[config.mk]
export PLATFORM = sky130hd
export DESIGN_NAME = inst_cache
export DESIGN_NICKNAME = d
export VERILOG_FILES = /design/src/rtl/inst_cache_pkg.sv /design/src/rtl/ic_line_store.sv /design/src/rtl/inst_cache.sv
export SDC_FILE = /design/constraint.sdc
export NUM_CORES = 2
export LEC_CHECK = 0
export CORE_UTILIZATION = 53
export DETAILED_ROUTE_END_ITERATION = 7
export PLACE_DENSITY = 0.69
export RECOVER_POWER = 25
export SLEW_MARGIN = 20
export SYNTH_ARGS = -nofsm -noshare
export SYNTH_HDL_FRONTEND = slang
export SYNTH_SLANG_ARGS = --single-unit
[constraint.sdc]
create_clock -name clk_in -period 8.21 [get_ports clk_in]
set_input_delay 1.2315 -clock clk_in [delete_from_list [all_inputs] [get_ports clk_in]]
set_output_delay 1.2315 -clock clk_in [all_outputs]
set_load 0.02 [all_outputs]
[src/rtl/inst_cache_pkg.sv]
// rtl/inst_cache_pkg.sv - shared types and helpers for the instruction cache
//
// Purpose: FSM state encoding, data width and tag-width helper used by
//          inst_cache and ic_line_store.
package inst_cache_pkg;

    localparam int IC_DATA_W = 32;
    localparam int IC_ADDR_W = 32;

    typedef enum logic {
        IC_IDLE   = 1'b0,
        IC_REFILL = 1'b1
    } ic_state_e;

    // Tag bits left over after the byte offset, word select and index.
    function automatic int ic_tag_width(input int index_width, input int word_width);
        return IC_ADDR_W - index_width - word_width - 2;
    endfunction

endpackage

[src/rtl/ic_line_store.sv]
// rtl/ic_line_store.sv - tag/valid/data arrays of the direct-mapped instruction cache
//
// Purpose: holds one tag, one valid bit and 2^WORD_WIDTH data words per line.
//          Combinational read by (index, word); synchronous word write,
//          synchronous valid set/clear; valid bits cleared asynchronously by rst_in.
// Ports:
//   clk_in, rst_in              clock, async active-high reset (valid bits only)
//   rd_index, rd_word           lookup address
//   rd_valid, rd_tag, rd_data   lookup result (combinational)
//   wr_en, wr_index, wr_word, wr_data   refill word write
//   set_valid, set_index, set_tag       mark a refilled line valid with its tag
//   clr_valid, clr_index                invalidate a line when its refill starts
module ic_line_store
    import inst_cache_pkg::*;
#(
    parameter int INDEX_WIDTH = 4,
    parameter int WORD_WIDTH  = 2,
    parameter int TAG_WIDTH   = 24
) (
    input  logic                   clk_in,
    input  logic                   rst_in,
    input  logic [INDEX_WIDTH-1:0] rd_index,
    input  logic [WORD_WIDTH-1:0]  rd_word,
    output logic                   rd_valid,
    output logic [TAG_WIDTH-1:0]   rd_tag,
    output logic [IC_DATA_W-1:0]   rd_data,
    input  logic                   wr_en,
    input  logic [INDEX_WIDTH-1:0] wr_index,
    input  logic [WORD_WIDTH-1:0]  wr_word,
    input  logic [IC_DATA_W-1:0]   wr_data,
    input  logic                   set_valid,
    input  logic [INDEX_WIDTH-1:0] set_index,
    input  logic [TAG_WIDTH-1:0]   set_tag,
    input  logic                   clr_valid,
    input  logic [INDEX_WIDTH-1:0] clr_index
);

    localparam int LINES = 1 << INDEX_WIDTH;
    localparam int WORDS = 1 << WORD_WIDTH;

    logic [LINES-1:0]     valid_q;
    logic [LINES-1:0]     valid_d;
    logic [TAG_WIDTH-1:0] tag_mem  [LINES];
    logic [IC_DATA_W-1:0] data_mem [LINES*WORDS];

    assign rd_valid = valid_q[rd_index];
    assign rd_tag   = tag_mem[rd_index];
    assign rd_data  = data_mem[{rd_index, rd_word}];

    always_comb begin
        valid_d = valid_q;
        if (clr_valid) begin
            valid_d[clr_index] = 1'b0;
        end
        if (set_valid) begin
            valid_d[set_index] = 1'b1;
        end
    end

    always_ff @(posedge clk_in or posedge rst_in) begin
        if (rst_in) begin
            valid_q <= '0;
        end else begin
            valid_q <= valid_d;
        end
    end

    // Tag and data arrays carry no reset: nothing reads them while invalid.
    always_ff @(posedge clk_in) begin
        if (wr_en) begin
            data_mem[{wr_index, wr_word}] <= wr_data;
        end
        if (set_valid) begin
            tag_mem[set_index] <= set_tag;
        end
    end

endmodule

[src/rtl/inst_cache.sv]
// rtl/inst_cache.sv - direct-mapped instruction cache between issue unit and memory controller
//
// Purpose: answers fetch requests with one-cycle hit latency; on a miss it
//          refills the whole line word by word from the memory controller and
//          then re-looks up the current pc. Read-only.
// Optional feature: define ICACHE_STATS_EN to add ic_hit_cnt / ic_miss_cnt.
// Ports:
//   clk_in, rst_in                 clock, async active-high reset
//   rdy_in                         0 = freeze all state and outputs
//   clr_in                         mispredict flush (suppresses the IDLE lookup)
//   iu_to_ic_en, iu_to_ic_pc       fetch request
//   ic_to_iu_ready/_inst/_pc       fetch response, one cycle per response
//   ic_to_mc_en, ic_to_mc_addr     refill read request (level) and word address
//   mc_to_ic_ready, mc_to_ic_data  refill word
//   ic_hit_cnt, ic_miss_cnt        lookup statistics (ICACHE_STATS_EN only)
module inst_cache
    import inst_cache_pkg::*;
#(
    parameter int INDEX_WIDTH = 4,
    parameter int WORD_WIDTH  = 2
) (
    input  logic        clk_in,
    input  logic        rst_in,
    input  logic        rdy_in,
    input  logic        clr_in,
    input  logic        iu_to_ic_en,
    input  logic [31:0] iu_to_ic_pc,
    output logic        ic_to_iu_ready,
    output logic [31:0] ic_to_iu_inst,
    output logic [31:0] ic_to_iu_pc,
    output logic        ic_to_mc_en,
    output logic [31:0] ic_to_mc_addr,
    input  logic        mc_to_ic_ready,
    input  logic [31:0] mc_to_ic_data
`ifdef ICACHE_STATS_EN
    ,
    output logic [31:0] ic_hit_cnt,
    output logic [31:0] ic_miss_cnt
`endif
);

    localparam int TAG_WIDTH = ic_tag_width(INDEX_WIDTH, WORD_WIDTH);
    localparam int IDX_LO    = WORD_WIDTH + 2;
    localparam int TAG_LO    = INDEX_WIDTH + WORD_WIDTH + 2;

    ic_state_e              state_q, state_d;
    logic                   ready_q, ready_d;
    logic [31:0]            inst_q, inst_d;
    logic [31:0]            pc_q, pc_d;
    logic                   mc_en_q, mc_en_d;
    logic [31:0]            mc_addr_q, mc_addr_d;
    logic [WORD_WIDTH-1:0]  cnt_q, cnt_d;

    logic [INDEX_WIDTH-1:0] lk_index;
    logic [WORD_WIDTH-1:0]  lk_word;
    logic [TAG_WIDTH-1:0]   lk_tag;
    logic                   rd_valid;
    logic [TAG_WIDTH-1:0]   rd_tag;
    logic [31:0]            rd_data;
    logic                   hit;

    // Index and tag of the line being refilled come from mc_addr_q: the word
    // increments never carry out of the line before the last word is written.
    logic [INDEX_WIDTH-1:0] rf_index;
    logic [TAG_WIDTH-1:0]   rf_tag;

    logic wr_en, set_valid, clr_valid;
    logic hit_evt, miss_evt;

    assign lk_word  = iu_to_ic_pc[IDX_LO-1:2];
    assign lk_index = iu_to_ic_pc[TAG_LO-1:IDX_LO];
    assign lk_tag   = iu_to_ic_pc[31:TAG_LO];
    assign rf_index = mc_addr_q[TAG_LO-1:IDX_LO];
    assign rf_tag   = mc_addr_q[31:TAG_LO];
    assign hit      = rd_valid && (rd_tag == lk_tag);

    ic_line_store #(
        .INDEX_WIDTH (INDEX_WIDTH),
        .WORD_WIDTH  (WORD_WIDTH),
        .TAG_WIDTH   (TAG_WIDTH)
    ) u_store (
        .clk_in    (clk_in),
        .rst_in    (rst_in),
        .rd_index  (lk_index),
        .rd_word   (lk_word),
        .rd_valid  (rd_valid),
        .rd_tag    (rd_tag),
        .rd_data   (rd_data),
        .wr_en     (wr_en),
        .wr_index  (rf_index),
        .wr_word   (cnt_q),
        .wr_data   (mc_to_ic_data),
        .set_valid (set_valid),
        .set_index (rf_index),
        .set_tag   (rf_tag),
        .clr_valid (clr_valid),
        .clr_index (lk_index)
    );

    always_comb begin
        state_d   = state_q;
        ready_d   = ready_q;
        inst_d    = inst_q;
        pc_d      = pc_q;
        mc_en_d   = mc_en_q;
        mc_addr_d = mc_addr_q;
        cnt_d     = cnt_q;
        wr_en     = 1'b0;
        set_valid = 1'b0;
        clr_valid = 1'b0;
        hit_evt   = 1'b0;
        miss_evt  = 1'b0;

        // rdy_in low leaves every default in place, including the store controls.
        if (rdy_in) begin
            case (state_q)
                IC_IDLE: begin
                    ready_d = 1'b0;
                    if (iu_to_ic_en && !clr_in) begin
                        if (hit) begin
                            ready_d = 1'b1;
                            inst_d  = rd_data;
                            pc_d    = iu_to_ic_pc;
                            hit_evt = 1'b1;
                        end else begin
                            mc_en_d   = 1'b1;
                            mc_addr_d = {iu_to_ic_pc[31:IDX_LO], {IDX_LO{1'b0}}};
                            cnt_d     = '0;
                            clr_valid = 1'b1;
                            miss_evt  = 1'b1;
                            state_d   = IC_REFILL;
                        end
                    end
                end
                IC_REFILL: begin
                    ready_d = 1'b0;
                    // clr_in is deliberately ignored: the controller cannot abort.
                    if (mc_to_ic_ready) begin
                        wr_en     = 1'b1;
                        cnt_d     = cnt_q + 1'b1;
                        mc_addr_d = mc_addr_q + 32'd4;
                        if (cnt_q == {WORD_WIDTH{1'b1}}) begin
                            set_valid = 1'b1;
                            mc_en_d   = 1'b0;
                            state_d   = IC_IDLE;
                        end
                    end
                end
                default: begin
                    state_d = IC_IDLE;
                end
            endcase
        end
    end

    always_ff @(posedge clk_in or posedge rst_in) begin
        if (rst_in) begin
            state_q   <= IC_IDLE;
            ready_q   <= 1'b0;
            inst_q    <= '0;
            pc_q      <= '0;
            mc_en_q   <= 1'b0;
            mc_addr_q <= '0;
            cnt_q     <= '0;
        end else begin
            state_q   <= state_d;
            ready_q   <= ready_d;
            inst_q    <= inst_d;
            pc_q      <= pc_d;
            mc_en_q   <= mc_en_d;
            mc_addr_q <= mc_addr_d;
            cnt_q     <= cnt_d;
        end
    end

    assign ic_to_iu_ready = ready_q;
    assign ic_to_iu_inst  = inst_q;
    assign ic_to_iu_pc    = pc_q;
    assign ic_to_mc_en    = mc_en_q;
    assign ic_to_mc_addr  = mc_addr_q;

`ifdef ICACHE_STATS_EN
    logic [31:0] hit_cnt_q, hit_cnt_d;
    logic [31:0] miss_cnt_q, miss_cnt_d;

    always_comb begin
        hit_cnt_d  = hit_cnt_q + {31'd0, hit_evt};
        miss_cnt_d = miss_cnt_q + {31'd0, miss_evt};
    end

    always_ff @(posedge clk_in or posedge rst_in) begin
        if (rst_in) begin
            hit_cnt_q  <= '0;
            miss_cnt_q <= '0;
        end else begin
            hit_cnt_q  <= hit_cnt_d;
            miss_cnt_q <= miss_cnt_d;
        end
    end

    assign ic_hit_cnt  = hit_cnt_q;
    assign ic_miss_cnt = miss_cnt_q;
`else
    logic unused_evt;
    assign unused_evt = hit_evt ^ miss_evt;
`endif

endmodule

==> out/metrics.csv <==
metric;value;unit
status;complete, but fails checks;
violations;capacitance limit, slew limit;
wl_met1;101000;µm
p_sw_share;23.1;%
cp_common_cell;buf_4;
htree_num_levels;4;
crit_buf_inv;3;
ys_ff_latch;2547;
grt_overflow;0;
crit_path_cell_trace;buf_4 -> buf_4 -> mux4_2 -> mux2i_1 -> a2111oi_0 -> o211ai_1 -> nor2_1 -> and3b_4 -> buf_4 -> mux2_2;
wl_met3;30600;µm
vias;50000;
netlist_instances;4408;
yosysSeqAreaShare;77.3;%
cts_tree;done;
grt_pass1_vias;48700;
drc_errors;0;
skew;0.0849;ns
path_clk_slew;0.06;ns
cp_slowest_cell;a2111oi_0;
max_cap_violations;18;
routed-wl-met2;131000;µm
place_inst;6959;
crit_path_end_kind;flop;
synthTopCellsByCount;edfxtp_1, mux4_2, mux2i_1;
routabilityCongestion;0.894;
viasPerCell;6.74;
postCtsSetupBuffers;0;
hold_buffers;0;
finalCriticalPeriod;5.18;ns
synth_warnings;0;
drtIter0Drc;7478;
timing_max_transition_violations_final;1136;
netlist_top_cells_area;edfxtp_1, mux4_2, dfrtp_1;
crit_type;in -> reg;
required;8.96;ns
grt_usage;29.4;%
post-synth-top-count-cell;edfxtp_1;
tightest_slew;3.06;ns
wl_per_cell;36.8;µm
slowest_delay;0.87;ns
hp-class;reg -> reg;
period_share;63.1;%
rsz0062_at_grt;false;
drive_above_1_share;27.0;%
ant_nets;0;
power_switching;6.52;mW
p_int;21.7;mW
fin_tns_setup;0;ns
synth.distinct_cells;66;
cts_root_buf;clkbuf_16;
dieArea;187000;µm²
setup_viol;0;
grt_max_degree;98;
synth-edff-count;2432;
syn_area_per_cell;22.3;µm²
die-width;432;µm
crit_family;buffers and inverters;
leakagePower;35.7;nW
power.density;253;nW/µm²
clkLatencyLatePin;0.90;ns
die_h;432;µm
core_area;183000;µm²
first_pass_iters;6;
ios;168;
synth.top_cell.area_share;74.4;%
areaGrowthSynthToFinish;13.7;%
top_layer;met5;
io_buffers;165;
hpwl;153000;µm
start_kind;input pin;
irDropWorstVdd;0.232;mV
regArea;75900;µm²
start_util;53.5;%
synth_top_area_cell;edfxtp_1;
finalNetCount;4813;
hold_viol;0;
cts-buffers-inserted;240;
power_frac_clock;39.7;%
rows;157;
ys.flop_type;edfxtp_1;
slew_headroom;-104;%
antenna_found_initial;11;
arrival;5.94;ns
clockBufferDepth;3;
syn_area;98200;µm²
drt-total-wl;273000;µm
fmax;193;MHz
async_reset_ff_share;4.52;%
cts.sinks;2547;
grt_first_pass_wirelength;379000;µm
nFillCells;12600;
multiInputGateArea;21700;µm²
final_cell_count_no_fill;7412;
path_max_fanout;51;
cts_resized;0;
p_seq_share;53.3;%
pwr-share-comb;7.1;%
## layout make-up
type	count	area share [%]
Sequential cell	2547	68.0
Clock inverter	125	1.19
Clock buffer	322	5.97
Multi-Input combinational cell	1618	19.4
Antenna cell	2	0.00448
Tap cell	2464	2.76
Inverter	13	0.0482
Timing Repair Buffer	321	2.58
## power by group through the flow
stage / Clock, mW / Sequential, mW / Combinational (mW)
3_3_place_gp: 0 / 15.3 / 1.96
4_1_cts: 11.3 / 15.0 / 2.00
5_1_grt: 11.7 / 15.1 / 2.09
6_report: 11.2 / 15.1 / 2.00
3_5_place_dp: 0 / 15.3 / 1.99
2_1_floorplan: 0 / 15.2 / 0.946
## final timing paths
path                            slack, ns                  startpoint  cells past startpoint                                 end
min in group asynchronous            0.87                      rst_in                      2         ic_to_iu_pc[16]$_DFFE_PP0P_
worst max register to register       3.42         state_q$_DFFE_PP0P_                      5  u_store.data_mem[59][26]$_DFFE_PP_
max in group asynchronous            5.90                      rst_in                      3          ic_to_iu_pc[7]$_DFFE_PP0P_
worst min register to register       0.48  ic_to_iu_ready$_DFFE_PP0P_                      1          ic_to_iu_ready$_DFFE_PP0P_
worst max-delay path                 3.03              iu_to_ic_pc[7]                     10       ic_to_iu_inst[11]$_DFFE_PP0P_
worst min-delay path                 0.48  ic_to_iu_ready$_DFFE_PP0P_                      1          ic_to_iu_ready$_DFFE_PP0P_
## kinds of logic after synthesis
family / after synthesis / synth area share, %
flip-flops: 2547 / 77.3
multiplexers: 845 / 16.7
AND/OR/NAND/NOR: 386 / 1.79
AO/OA/AOI/OAI: 357 / 2.64
buffers and inverters: 244 / 1.26
XOR/XNOR: 26 / 0.232
adder cells (fa/ha/maj): 2 / 0.0255
other: 1 / 0.00382
## cells in the final DEF, fill, tap and decap left out, types with 9 or more instances in the layout
cell type,n
dfrtp_1,115
bufinv_16,21
clkinvlp_4,9
a221oi_1,9
mux4_2,616
mux2_2,26
nor3_1,22
nor2_2,10
o22ai_1,13
nand4_1,22
buf_4,130
nor2b_1,9
clkdlybuf4s50_1,127
o21ai_0,52
clkbuf_1,79
nor2_1,55
and3_1,15
a21oi_1,42
nand2_1,99
clkinv_1,30
a221o_1,9
mux2i_1,156
mux2_4,47
edfxtp_1,2432
nor2_4,82
clkinv_2,48
clkbuf_8,26
inv_1,11
buf_12,13
clkbuf_16,244
a22o_1,15
a22oi_1,130
nand3_1,30
a21o_1,10
o211ai_1,9
xor2_1,20
buf_2,15
## layer usage
| metal | vias to the layer above | GRT usage, % |
|---|---|---|
| met4 | 4 | 10.3 |
| met3 | 552 | 6.42 |
| li1 | 19300 | - |
| met5 | - | 0 |
| met1 | 26600 | 40.8 |
| met2 | 3463 | 46.4 |
## sequential cells by signal, summed over array words and instances (netlist names)
name	cells
u_store.data_mem	2048
u_store.tag_mem	384
ic_to_iu_inst	32
ic_to_iu_pc	32
ic_to_mc_addr	30
u_store.valid_q	16
cnt_q	2
ic_to_iu_ready	1
ic_to_mc_en	1
state_q	1
## stage by stage
stage	utilization (%)	power, mW	instance area (µm²)	setup WS [ns]	hold slack, ns
after global placement	56.4	17.3	103000	2.23	0.457
after global routing	60.8	28.9	112000	2.88	0.486
after CTS	60.8	28.3	112000	3.08	0.479
after detailed placement	56.5	17.3	104000	2.16	0.465
after floorplan	-	16.2	98200	3.93	0.444
final	60.8	28.3	112000	3.03	0.483
Note: power is estimated with default switching activity, not from simulation.
